File: src/rtl/unpack_u32_stream.sv
// Streaming unsigned-LEB128 decoder: one byte per cycle in, one registered W-bit word out.
// Optional overflow detection and resync is enabled with `define LEB128_OVERFLOW_CHECK_EN.
module unpack_u32_stream #(
   parameter int W = 32
) (
   input  logic         clk,
   input  logic         reset,
   input  logic [7:0]   i_data,
   input  logic         i_valid,
   output logic         i_ready,
   output logic [W-1:0] o_data,
   output logic [2:0]   o_len,
   output logic         o_err,
   output logic         o_valid,
   input  logic         o_ready
);

   localparam int MAXB = (W + 6) / 7;

   logic [W-1:0] acc;
   logic [W-1:0] acc_next;
   logic [W-1:0] chunk;
   logic [2:0]   cnt;
   logic         last_byte;
   logic         is_final;
   logic         accept;

`ifdef LEB128_OVERFLOW_CHECK_EN
   localparam logic [0:0] ST_ACC    = 1'b0;
   localparam logic [0:0] ST_RESYNC = 1'b1;
   // Payload bits of the last byte that fall above bit W-1.
   localparam int         LASTBITS  = W - 7 * (MAXB - 1);
   localparam logic [6:0] XMASK     = 7'(7'h7F << LASTBITS);

   logic [0:0] state;
   logic       word_err;

   assign i_ready  = (state == ST_RESYNC) | ~o_valid | o_ready;
   assign word_err = last_byte & (i_data[7] | ((i_data[6:0] & XMASK) != 7'd0));
`else
   assign i_ready  = ~o_valid | o_ready;
   assign o_err    = 1'b0;
`endif

   assign accept    = i_valid & i_ready;
   assign chunk     = W'(i_data[6:0]);
   assign acc_next  = acc | (chunk << (7 * cnt));
   assign last_byte = (cnt == 3'(MAXB - 1));
   assign is_final  = ~i_data[7] | last_byte;

   always_ff @(posedge clk) begin
      if (reset) begin
         o_valid <= 1'b0;
         o_data  <= '0;
         o_len   <= '0;
         acc     <= '0;
         cnt     <= '0;
`ifdef LEB128_OVERFLOW_CHECK_EN
         o_err   <= 1'b0;
         state   <= ST_ACC;
`endif
      end else begin
         if (o_valid & o_ready)
            o_valid <= 1'b0;
`ifdef LEB128_OVERFLOW_CHECK_EN
         if (accept && state == ST_RESYNC) begin
            if (!i_data[7])
               state <= ST_ACC;
         end else if (accept) begin
`else
         if (accept) begin
`endif
            if (is_final) begin
               o_data  <= acc_next;
               o_len   <= cnt + 3'd1;
               o_valid <= 1'b1;
               acc     <= '0;
               cnt     <= '0;
`ifdef LEB128_OVERFLOW_CHECK_EN
               o_err   <= word_err;
               if (last_byte && i_data[7])
                  state <= ST_RESYNC;
`endif
            end else begin
               acc <= acc_next;
               cnt <= cnt + 3'd1;
            end
         end
      end
   end

endmodule

File: config.mk
export PLATFORM = sky130hd
export DESIGN_NAME = unpack_u32_stream
export DESIGN_NICKNAME = d
export VERILOG_FILES = /design/src/rtl/unpack_u32_stream.sv
export SDC_FILE = /design/constraint.sdc
export NUM_CORES = 1
export LEC_CHECK = 0
export ABC_AREA = 1
export BUFFER_PORTS_ARGS = -buffer_cell sky130_fd_sc_hd__buf_4
export CAP_MARGIN = 20
export CORE_UTILIZATION = 55
export DETAILED_ROUTE_END_ITERATION = 6
export HOLD_SLACK_MARGIN = 0.02
export PLACE_DENSITY_LB_ADDON = 0.3
export SYNTH_ARGS = -nofsm -noshare
export SYNTH_HDL_FRONTEND = slang
export SYNTH_SLANG_ARGS = --single-unit
File: constraint.sdc
create_clock -name clk -period 2.1 [get_ports clk]
set_clock_uncertainty 0.05 [all_clocks]
set_input_delay 0.105 -clock clk [delete_from_list [all_inputs] [get_ports clk]]
set_output_delay 0.105 -clock clk [all_outputs]
set_load 0.01 [all_outputs]
==> out/qor.txt, run 1 <==
syn_area_per_cell -> 7.35 um2
Pint -> 1.94 mW
post-synthesis sequential area ratio -> 47.9%
Max Cap Viol -> 0
clock power share -> 36.3%
remaining antenna violation count after routing -> 0
Vias -> 2,581
worst slew pin tran -> 0.634 ns
CP Max Fanout -> 25
Final Cell Area -> 3480 um2
worst path cell trace -> inv_1 -> ha_1 -> nand2_2 -> nand2_2 -> nand3_4 -> nand2_2 -> nor2_1
Clock Path Buffers -> 2
Max VDD drop -> 665 uV
RSZ-0062 raised after global routing -> false
min Tclk post-route -> 1.66 ns
crit-path most repeated cell -> nand2_2
Critical Path RT -> 2.26 ns
clk_lat worst skew -> 0.35 ns
Area Overhead vs Synth -> 17.3%
Leak -> 1.69 nW
Filler cells -> 487
drt drc -> 0
Ports -> 50
Initial Util -> 57.8%
core area -> 5140 um2
largest net degree at the start of global routing -> 44
Chip Width -> 75.5 um
TritonCTS Sinks -> 71
die area -> 5700 um2
Worst slew margin -> 57.6%
Yosys cell types -> 23
Rows -> 26
critical path capture point type -> flop
share of layout cells above drive strength 1 -> 17.0%
Net Sw Frac -> 24.5%
Final GP Congestion -> 0.833
diode count -> 0
nets -> 463
Die Ht -> 75.5 um
warning count from the yosys run -> 0
clock root buffer -> clkbuf_8
# H-tree levels -> 3
CP Class -> flop to flop
Placed Instance Area -> 3310 um2
Yosys top cell area share -> 47.9%
Post-synth ARST share -> 0%
power after layout -> 2.57 mW
# resized after CTS -> 0
Final Hold Vio Count -> 0
ys flop type -> dfxtp_1
vias in the first global route -> 2,264
WL/cell -> 11.8 um
DP HPWL -> 4190 um
antenna violations before repair -> 0
startpoint types -> flop
delay of the slowest cell on the worst path -> 0.38 ns
first-pass GRT wire length -> 10,300 um
initial drt markers -> 117
endpoints failing setup -> 0
CTS tree -> built
Finished Layout Cells -> 522
FF-to-FF setup slack -> 0.44 ns
Power Density -> 739 nW/um2
cell taking the most area after synthesis -> dfxtp_1
Post-synth EDFFs -> 0
Syn Nets -> 418
setup slack at placement -> 0.443 ns
most frequent cells after synthesis -> 115 x nand2_1, 71 x dfxtp_1, 46 x nand3_1, 46 x nor2_1, 42 x inv_1
combinational share of power -> 9.7%
Final Max Tran Viols -> 0
clock-pin slew on the worst setup and hold paths -> 0.07 ns
setup TNS -> 0 ns
Psw -> 0.631 mW
Mapped Cells -> 404
most common cell in the netlist -> nand2_1
GRT Total Usage -> 24.5%
Tcrit/Tclk final -> 78.9%
status -> finished, final reports clean
grt ovf -> 0
final wirelength -> 6180 um
CP arrival -> 1.82 ns
post-layout worst setup margin -> 0.444 ns
Hold Crit Class -> input port to flop
synth top area cells -> dfxtp_1 48%, nand2_1 15%, nand3_1 7.8%
DR pass1 iterations -> 4
via/cell ratio -> 4.94
CP max-delay cell -> nand2_2
FF+latch count, synth -> 71
TritonCTS buffer count -> 9
DP Cell Count -> 507
number of port buffers -> 48
power share of the sequential group -> 54.0%
Achievable Freq -> 604 MHz
Synth Cell Area -> 2970 um2
[area by class of cell]
class,instances,area [um2],area share [%]
multi-input combinational,268,1230,35.3
clock buffer,13,159,4.56
inverter,44,165,4.74
clock inverter,1,5.00,0.144
timing repair buffer,55,415,11.9
sequential,71,1420,40.8
tap,70,87.6,2.52
[placed cells by master (no fill, tap or decap), drive strengths merged]
master / n
a21oi: 5
buf: 54
clkbuf: 13
clkinv: 1
conb: 1
dfxtp: 71
dlygate4sd3: 1
ha: 2
inv: 44
nand2: 119
nand3: 47
nor2: 48
o21ai: 32
o21bai: 14
[path summary, 6_finish.rpt]
path	start	to	depth (start not counted)
worst max register to register	cnt[1]	acc[16]	7
worst min-delay path	o_ready	o_valid	4
worst max-delay path	cnt[1]	acc[16]	7
worst min register to register	o_data[10]	o_data[10]	2
[logic make-up (layout without fill, tap and decap cells)]
group	after synthesis	in the layout	share of synthesized area, %
flops	71	71	47.9
compound gates	51	51	10.3
other cells	1	1	0.126
simple gates	214	214	30.1
buf+inv	65	113	10.7
fa+ha+maj	2	2	0.843
[stage by stage]
step                      utilization [%]  hold WS, ns
after floorplan                         -        0.117
after global placement               64.4        0.282
after detailed placement             64.4        0.285
after CTS                            67.7       0.0689
after global routing                 67.7       0.0824
final                                67.7       0.0840
[layer usage]
metal / global-route usage, % / vias to the layer above / part of all wire, %
met5: 0 / - / 0
met2: 38.2 / 52 / 46
met3: 7.67 / 14 / 4.1
met4: 11.7 / 0 / 2.0
li1: - / 1346 / -
met1: 30.9 / 1169 / 48
[what timing repair did]
| action | 4_1_cts | 5_1_grt |
|---|---|---|
| hold buffers | 1 | 0 |
| setup buffers | 0 | 0 |
| hold endpoints to repair | 3 | 0 |
[state kept, by name, summed over array words and instances (netlist names)]
name,flops
o_valid,1
o_data,32
cnt,3
o_len,3
acc,32
[power groups by stage]
stage	logic [mW]	registers, mW	clock network [mW]
floorplan	0.167	1.43	0
global placement	0.241	1.42	0
detailed placement	0.247	1.42	0
CTS	0.249	1.39	0.971
global route	0.279	1.39	1.02
finish	0.248	1.39	0.935
[critical path: cells and delay by family (launching register included)]
kind / cells / cell delay [ns]
simple gates: 5 / 0.74
flops: 1 / 0.35
fa+ha+maj: 1 / 0.20
buf+inv: 1 / 0.18
No activity file was read; power rests on OpenSTA's default activity.
==> run 2: changes to the inputs <==
--- a/config.mk
+++ b/config.mk
@@ -8,7 +8,7 @@
 export ABC_AREA = 1
 export BUFFER_PORTS_ARGS = -buffer_cell sky130_fd_sc_hd__buf_4
 export CAP_MARGIN = 20
-export CORE_UTILIZATION = 55
+export CORE_UTILIZATION = 50
 export DETAILED_ROUTE_END_ITERATION = 6
 export HOLD_SLACK_MARGIN = 0.02
 export PLACE_DENSITY_LB_ADDON = 0.3
==> constraint.sdc (replaced) <==
create_clock -name clk -period 1.5 [get_ports clk]
set_clock_uncertainty 0.05 [all_clocks]
set_input_delay 0.075 -clock clk [delete_from_list [all_inputs] [get_ports clk]]
set_output_delay 0.075 -clock clk [all_outputs]
set_load 0.01 [all_outputs]
==> run 2 against run 1 <==
  * Via count is 3.0% higher
  * Final area increased by 5.0%
  * Flip-flop and latch count is the same
  * First-iteration DRC count rose by 60%
  * Maximum frequency up 19%
  * Clock power rose by 83%
  * Setup slack worse by 0.34 ns
  * Global-route usage fell by 0.066 points
  * Final cell count grew 2.3%
  * Count of clock-buffer cells in the layout shrank 3
==> out/qor.txt, run 2 (synthesized netlist as in run 1, its figures left out) <==
Die Ht -> 79.1 um (+4.7%)
most common cell after layout, fill and taps aside -> nand2_1
Max Cap Viol -> 0 (unchanged)
post-layout worst setup margin -> 0.108 ns (-0.336 ns)
GRT Total Usage -> 24.4% (-0.066 points)
Tcrit/Tclk final -> 92.8% (+14 points)
power after layout -> 4.05 mW (+57%)
Chip Width -> 79.1 um (+4.7%)
clock root buffer -> clkbuf_8
core area -> 5610 um2 (+9.1%)
WL/cell -> 12.8 um (+8.2%)
status -> finished, final reports clean
clk_lat worst skew -> 0.35 ns (about the same)
Setup Buffers After CTS -> 0 (unchanged)
Leak -> 1.78 nW (+5.4%)
clock-pin slew on the worst setup and hold paths -> 0.08 ns (about the same)
Ports -> 50 (unchanged)
first-pass GRT wire length -> 11,700 um (+14%)
Largest regs -> acc (32), o_data (32)
grt ovf -> 0 (unchanged)
remaining antenna violation count after routing -> 0 (unchanged)
FF-to-FF Start -> cnt[0]
initial drt markers -> 187 (+60%)
Critical Path RT -> 1.70 ns (-0.56 ns)
Area Overhead vs Synth -> 23.1%
fin util -> 65.2% (-2.6 points)
share of layout cells above drive strength 1 -> 19.5% (+2.4 points)
antenna violations before repair -> 0 (unchanged)
FF-to-FF setup slack -> 0.11 ns (-0.34 ns)
worst hold margin -> 0.0590 ns (-0.0250 ns)
DR pass1 iterations -> 4 (unchanged)
die area -> 6250 um2 (+9.7%)
TritonCTS Sinks -> 71 (unchanged)
most frequent cells in the layout -> 115 x nand2_1, 71 x dfxtp_1, 57 x buf_4
Achievable Freq -> 719 MHz (+19%)
CTS tree -> built
Final Hold Vio Count -> 0 (unchanged)
Finished Layout Cells -> 534 (+2.3%)
setup slack at placement -> 0.100 ns (-0.343 ns)
endpoints failing setup -> 0 (unchanged)
min Tclk post-route -> 1.39 ns (-0.264 ns)
Final Max Tran Viols -> 0 (unchanged)
drt drc -> 0 (unchanged)
via/cell ratio -> 4.98 (+0.71%)
# H-tree levels -> 3 (unchanged)
hold path startpoint -> o_ready
TritonCTS buffer count -> 9 (unchanged)
DP Cell Count -> 517 (+2.0%)
vias in the first global route -> 2,536 (+12%)
Hold Crit Class -> input port to flop
nets -> 471 (+1.7%)
Max VDD drop -> 689 uV (+3.7%)
largest net degree at the start of global routing -> 31 (-30%)
CP Class -> flop to flop
diode count -> 0 (unchanged)
setup TNS -> 0 ns (unchanged)
Clock Path Buffers -> 2 (unchanged)
DP HPWL -> 4620 um (+10%)
Filler cells -> 480 (-1.4%)
RSZ-0062 raised after global routing -> false
final wirelength -> 6840 um (+11%)
Final Cell Area -> 3660 um2 (+5.0%)
Vias -> 2,659 (+3.0%)
startpoint types -> flop
CP arrival -> 1.59 ns (-0.23 ns)
Final GP Congestion -> 0.813 (-2.4%)
Placed Instance Area -> 3420 um2 (+3.4%)
Worst setup startpoint -> cnt[0]
Initial Util -> 52.9% (-4.8 points)
critical path capture point type -> flop
Power Density -> 1110 nW/um2 (+50%)
number of port buffers -> 48 (unchanged)
CP Max Fanout -> 17 (-32%)
Rows -> 27 (+3.8%)
## run 2: cell types whose count changed in the layout (fill, tap and decap cells not counted)
| cell | delta |
|---|---|
| buf_12 | +4 |
| inv_1 | -1 |
| inv_2 | +1 |
| clkinv_2 | +2 |
| clkinv_4 | +1 |
| clkbuf_8 | -1 |
| buf_4 | +3 |
| buf_6 | +1 |
| clkbuf_1 | -2 |
| bufinv_16 | +2 |
## run 2: path summary, 6_finish.rpt
check                     to  depth (start not counted)
setup / recovery   o_data[5]                          9
setup reg to reg   o_data[5]                          9
hold / removal       o_valid                          4
hold reg to reg   o_data[24]                          2
## run 2: layout make-up
| class | instances | area [um2] | share of cell area [%] |
|---|---|---|---|
| timing repair buffer | 63 | 529 | 14.5 |
| sequential | 71 | 1420 | 38.9 |
| clock inverter | 6 | 83.8 | 2.29 |
| multi-input combinational | 268 | 1230 | 33.6 |
| inverter | 44 | 165 | 4.52 |
| clock buffer | 10 | 138 | 3.76 |
| tap | 72 | 90.1 | 2.46 |
## run 2: per-layer routing
metal / routed length, um / global-route usage [%] / up-vias
met4: 99 / 10.7 / 0
li1: - / - / 1372
met1: 3090 / 30.5 / 1205
met2: 3300 / 41.3 / 72
met5: 0 / 0 / -
met3: 351 / 4.02 / 10
## run 2: power breakdown
group | internal, mW | switching, mW
sequential | 1.92 | 0.0203
clock | 0.976 | 0.737
combinational | 0.151 | 0.239
## run 2: timing repair
item | in CTS | in global routing
hold buffers | 1 | 0
gates resized for setup | 0 | 1
endpoints found under the hold margin | 3 | 0
setup endpoints to repair | 0 | 2
## run 2: worst max-delay path, cell delays in order (launching register included)
cell and delay (ns):
dfxtp_1 0.36, inv_2 0.05, ha_1 0.19, nand2_2 0.07, nand2_2 0.07, nand3_4 0.11, buf_4 0.23, nand2_1 0.07
nand2_1 0.06, nor2_1 0.04
==> run 3: changes to the inputs <==
--- a/config.mk
+++ b/config.mk
@@ -8,6 +8,7 @@
 export ABC_AREA = 1
 export BUFFER_PORTS_ARGS = -buffer_cell sky130_fd_sc_hd__buf_4
 export CAP_MARGIN = 20
+export CORE_MARGIN = 4
 export CORE_UTILIZATION = 50
 export DETAILED_ROUTE_END_ITERATION = 6
 export HOLD_SLACK_MARGIN = 0.02
==> run 3 against run 2 <==
  * Via count fell by 0.64%
  * Die area rose by 16%
  * Critical path depth did not move
  * Flip-flop and latch count did not move
  * Sequential share of layout area rose by 0.38 points
  * First-iteration DRC count rose by 0.53%
  * Core utilization fell by 1.0 points
  * Wire length fell by 3.6%
  * Register-to-register slack barely moved
  * Sequential power barely moved
  * Total power fell by 5.0%
  * Setup slack improved by 0.014 ns
==> out/qor.txt, run 3 (synthesized netlist as in run 1, its figures left out) <==
status -> finished, final reports clean
hold path depth -> 4 (unchanged)
GRT Total Usage -> 19.4% (-5.0 points)
share of layout cells above drive strength 1 -> 19.3% (-0.17 points)
Max VDD drop -> 635 uV (-7.9%)
Critical Path RT -> 1.69 ns (about the same)
clock root buffer -> clkbuf_8
CP arrival -> 1.57 ns (-0.02 ns)
Hold Crit Class -> input port to flop
number of port buffers -> 48 (unchanged)
Power Density -> 1060 nW/um2 (-4.1%)
min Tclk post-route -> 1.38 ns (-0.0145 ns)
Max Cap Viol -> 0 (unchanged)
# resized after CTS -> 0 (unchanged)
worst hold endpoint -> o_valid
remaining antenna violation count after routing -> 0 (unchanged)
FF-to-FF path depth -> 9 (unchanged)
drt drc -> 0 (unchanged)
Tcrit/Tclk final -> 91.8% (-0.96 points)
TritonCTS Sinks -> 71 (unchanged)
Final Hold Vio Count -> 0 (unchanged)
CP Max Fanout -> 17 (unchanged)
Placed Instance Area -> 3410 um2 (-0.22%)
Largest regs -> acc (32), o_data (32)
core area -> 5640 um2 (+0.60%)
setup TNS -> 0 ns (unchanged)
Rows -> 27 (unchanged)
Initial Util -> 52.6% (-0.32 points)
diode count -> 0 (unchanged)
reg-to-reg endpoint -> o_data[8]
Leak -> 1.75 nW (-1.3%)
Final Max Tran Viols -> 0 (unchanged)
clock-pin slew on the worst setup and hold paths -> 0.07 ns (about the same)
largest net degree at the start of global routing -> 44 (+42%)
via/cell ratio -> 4.96 (-0.45%)
Clock Path Buffers -> 2 (unchanged)
Final Cell Area -> 3620 um2 (-0.96%)
initial drt markers -> 188 (+0.53%)
Area Overhead vs Synth -> 22.0%
RSZ-0062 raised after global routing -> false
antenna violations before repair -> 0 (unchanged)
CTS tree -> built
DP HPWL -> 4650 um (+0.71%)
startpoint types -> flop
WL/cell -> 12.4 um (-3.4%)
TritonCTS buffer count -> 9 (unchanged)
first-pass GRT wire length -> 11,500 um (-1.7%)
CP Class -> flop to flop
DR pass1 iterations -> 4 (unchanged)
FF-to-FF setup slack -> 0.12 ns (about the same)
most common cell after layout, fill and taps aside -> nand2_1
Achievable Freq -> 726 MHz (+1.0%)
Chip Width -> 85.1 um (+7.6%)
endpoints failing setup -> 0 (unchanged)
Final GP Congestion -> 0.831 (+2.2%)
Die Ht -> 85.1 um (+7.6%)
vias in the first global route -> 2,594 (+2.3%)
critical path capture point type -> flop
most frequent cells in the layout -> 115 x nand2_1, 71 x dfxtp_1, 57 x buf_4
# H-tree levels -> 3 (unchanged)
final wirelength -> 6590 um (-3.6%)
Vias -> 2,642 (-0.64%)
die area -> 7240 um2 (+16%)
hold path startpoint -> o_ready
Ports -> 50 (unchanged)
clk_lat worst skew -> 0.34 ns (about the same)
FF-to-FF Start -> cnt[0]
nets -> 470 (-0.21%)
grt ovf -> 0 (unchanged)
==> run 3: cell count changes in the layout (fill, tap and decap cells not counted), sizes merged <==
| cell | previous run | this run |
|---|---|---|
| clkinvlp | 0 | 2 |
| buf | 62 | 61 |
| bufinv | 2 | 1 |
| clkinv | 4 | 3 |
==> run 3: what timing repair did <==
item	4_1_cts	5_1_grt
hold buffers	1	0
endpoints found under the hold margin	3	0
buffers inserted	0	0
==> run 3: critical path: stages (launching register included) <==
cell	delay, ns
dfxtp_1	0.35
inv_2	0.05
ha_1	0.19
nand2_2	0.07
nand2_2	0.07
nand3_4	0.10
buf_4	0.23
nand2_1	0.07
nand2_1	0.06
nor2_1	0.04
==> run 3: worst max path at each step <==
| stage | start | to | slack, ns | depth (start not counted) |
|---|---|---|---|---|
| 2_1_floorplan | cnt[0] | o_data[30] | 0.05 | 10 |
| 3_3_place_gp | cnt[0] | o_data[4] | 0.17 | 9 |
| 3_5_place_dp | cnt[0] | o_data[8] | 0.12 | 9 |
| 4_1_cts | cnt[0] | o_data[8] | 0.11 | 9 |
| 5_1_grt | cnt[2] | acc[8] | 0.02 | 5 |
| 6_report | cnt[0] | o_data[8] | 0.12 | 9 |
==> run 3: power by group <==
group / switching, mW / total [mW] / internal [mW]
Combinational: 0.233 / 0.382 / 0.150
Sequential: 0.0199 / 1.94 / 1.92
Clock: 0.714 / 1.52 / 0.804
Total: 0.967 / 3.84 / 2.88
==> run 3: layer usage <==
| layer | wire length [um] | vias up | global-route usage [%] | part of all wire [%] |
|---|---|---|---|---|
| li1 | - | 1364 | - | - |
| met5 | 0 | - | 0 | 0 |
| met3 | 406 | 17 | 4.27 | 6.2 |
| met1 | 2890 | 1189 | 23.7 | 44 |
| met4 | 148 | 0 | 8.63 | 2.2 |
| met2 | 3150 | 72 | 32.6 | 48 |
==> run 3: through the flow <==
step	power, mW	utilization [%]	worst slack [ns]	std cells	hold slack (ns)
CTS	3.87	64.2	0.111	533	0.0591
finish	3.84	64.2	0.123	533	0.0644
global route	3.99	64.2	0.0225	533	0.0783
global placement	2.36	60.5	0.166	516	0.250
detailed placement	2.37	60.5	0.117	516	0.249
floorplan	2.23	-	0.0504	404	0.0874
==> run 3: layout make-up <==
type,instances,area [um2]
fillers,518,2020
flip-flops and latches,71,1420
multi-input cells,268,1230
repair buffers,62,518
inverters,44,165
clock buffers,10,138
well taps,72,90.1
clock inverters,6,60.1
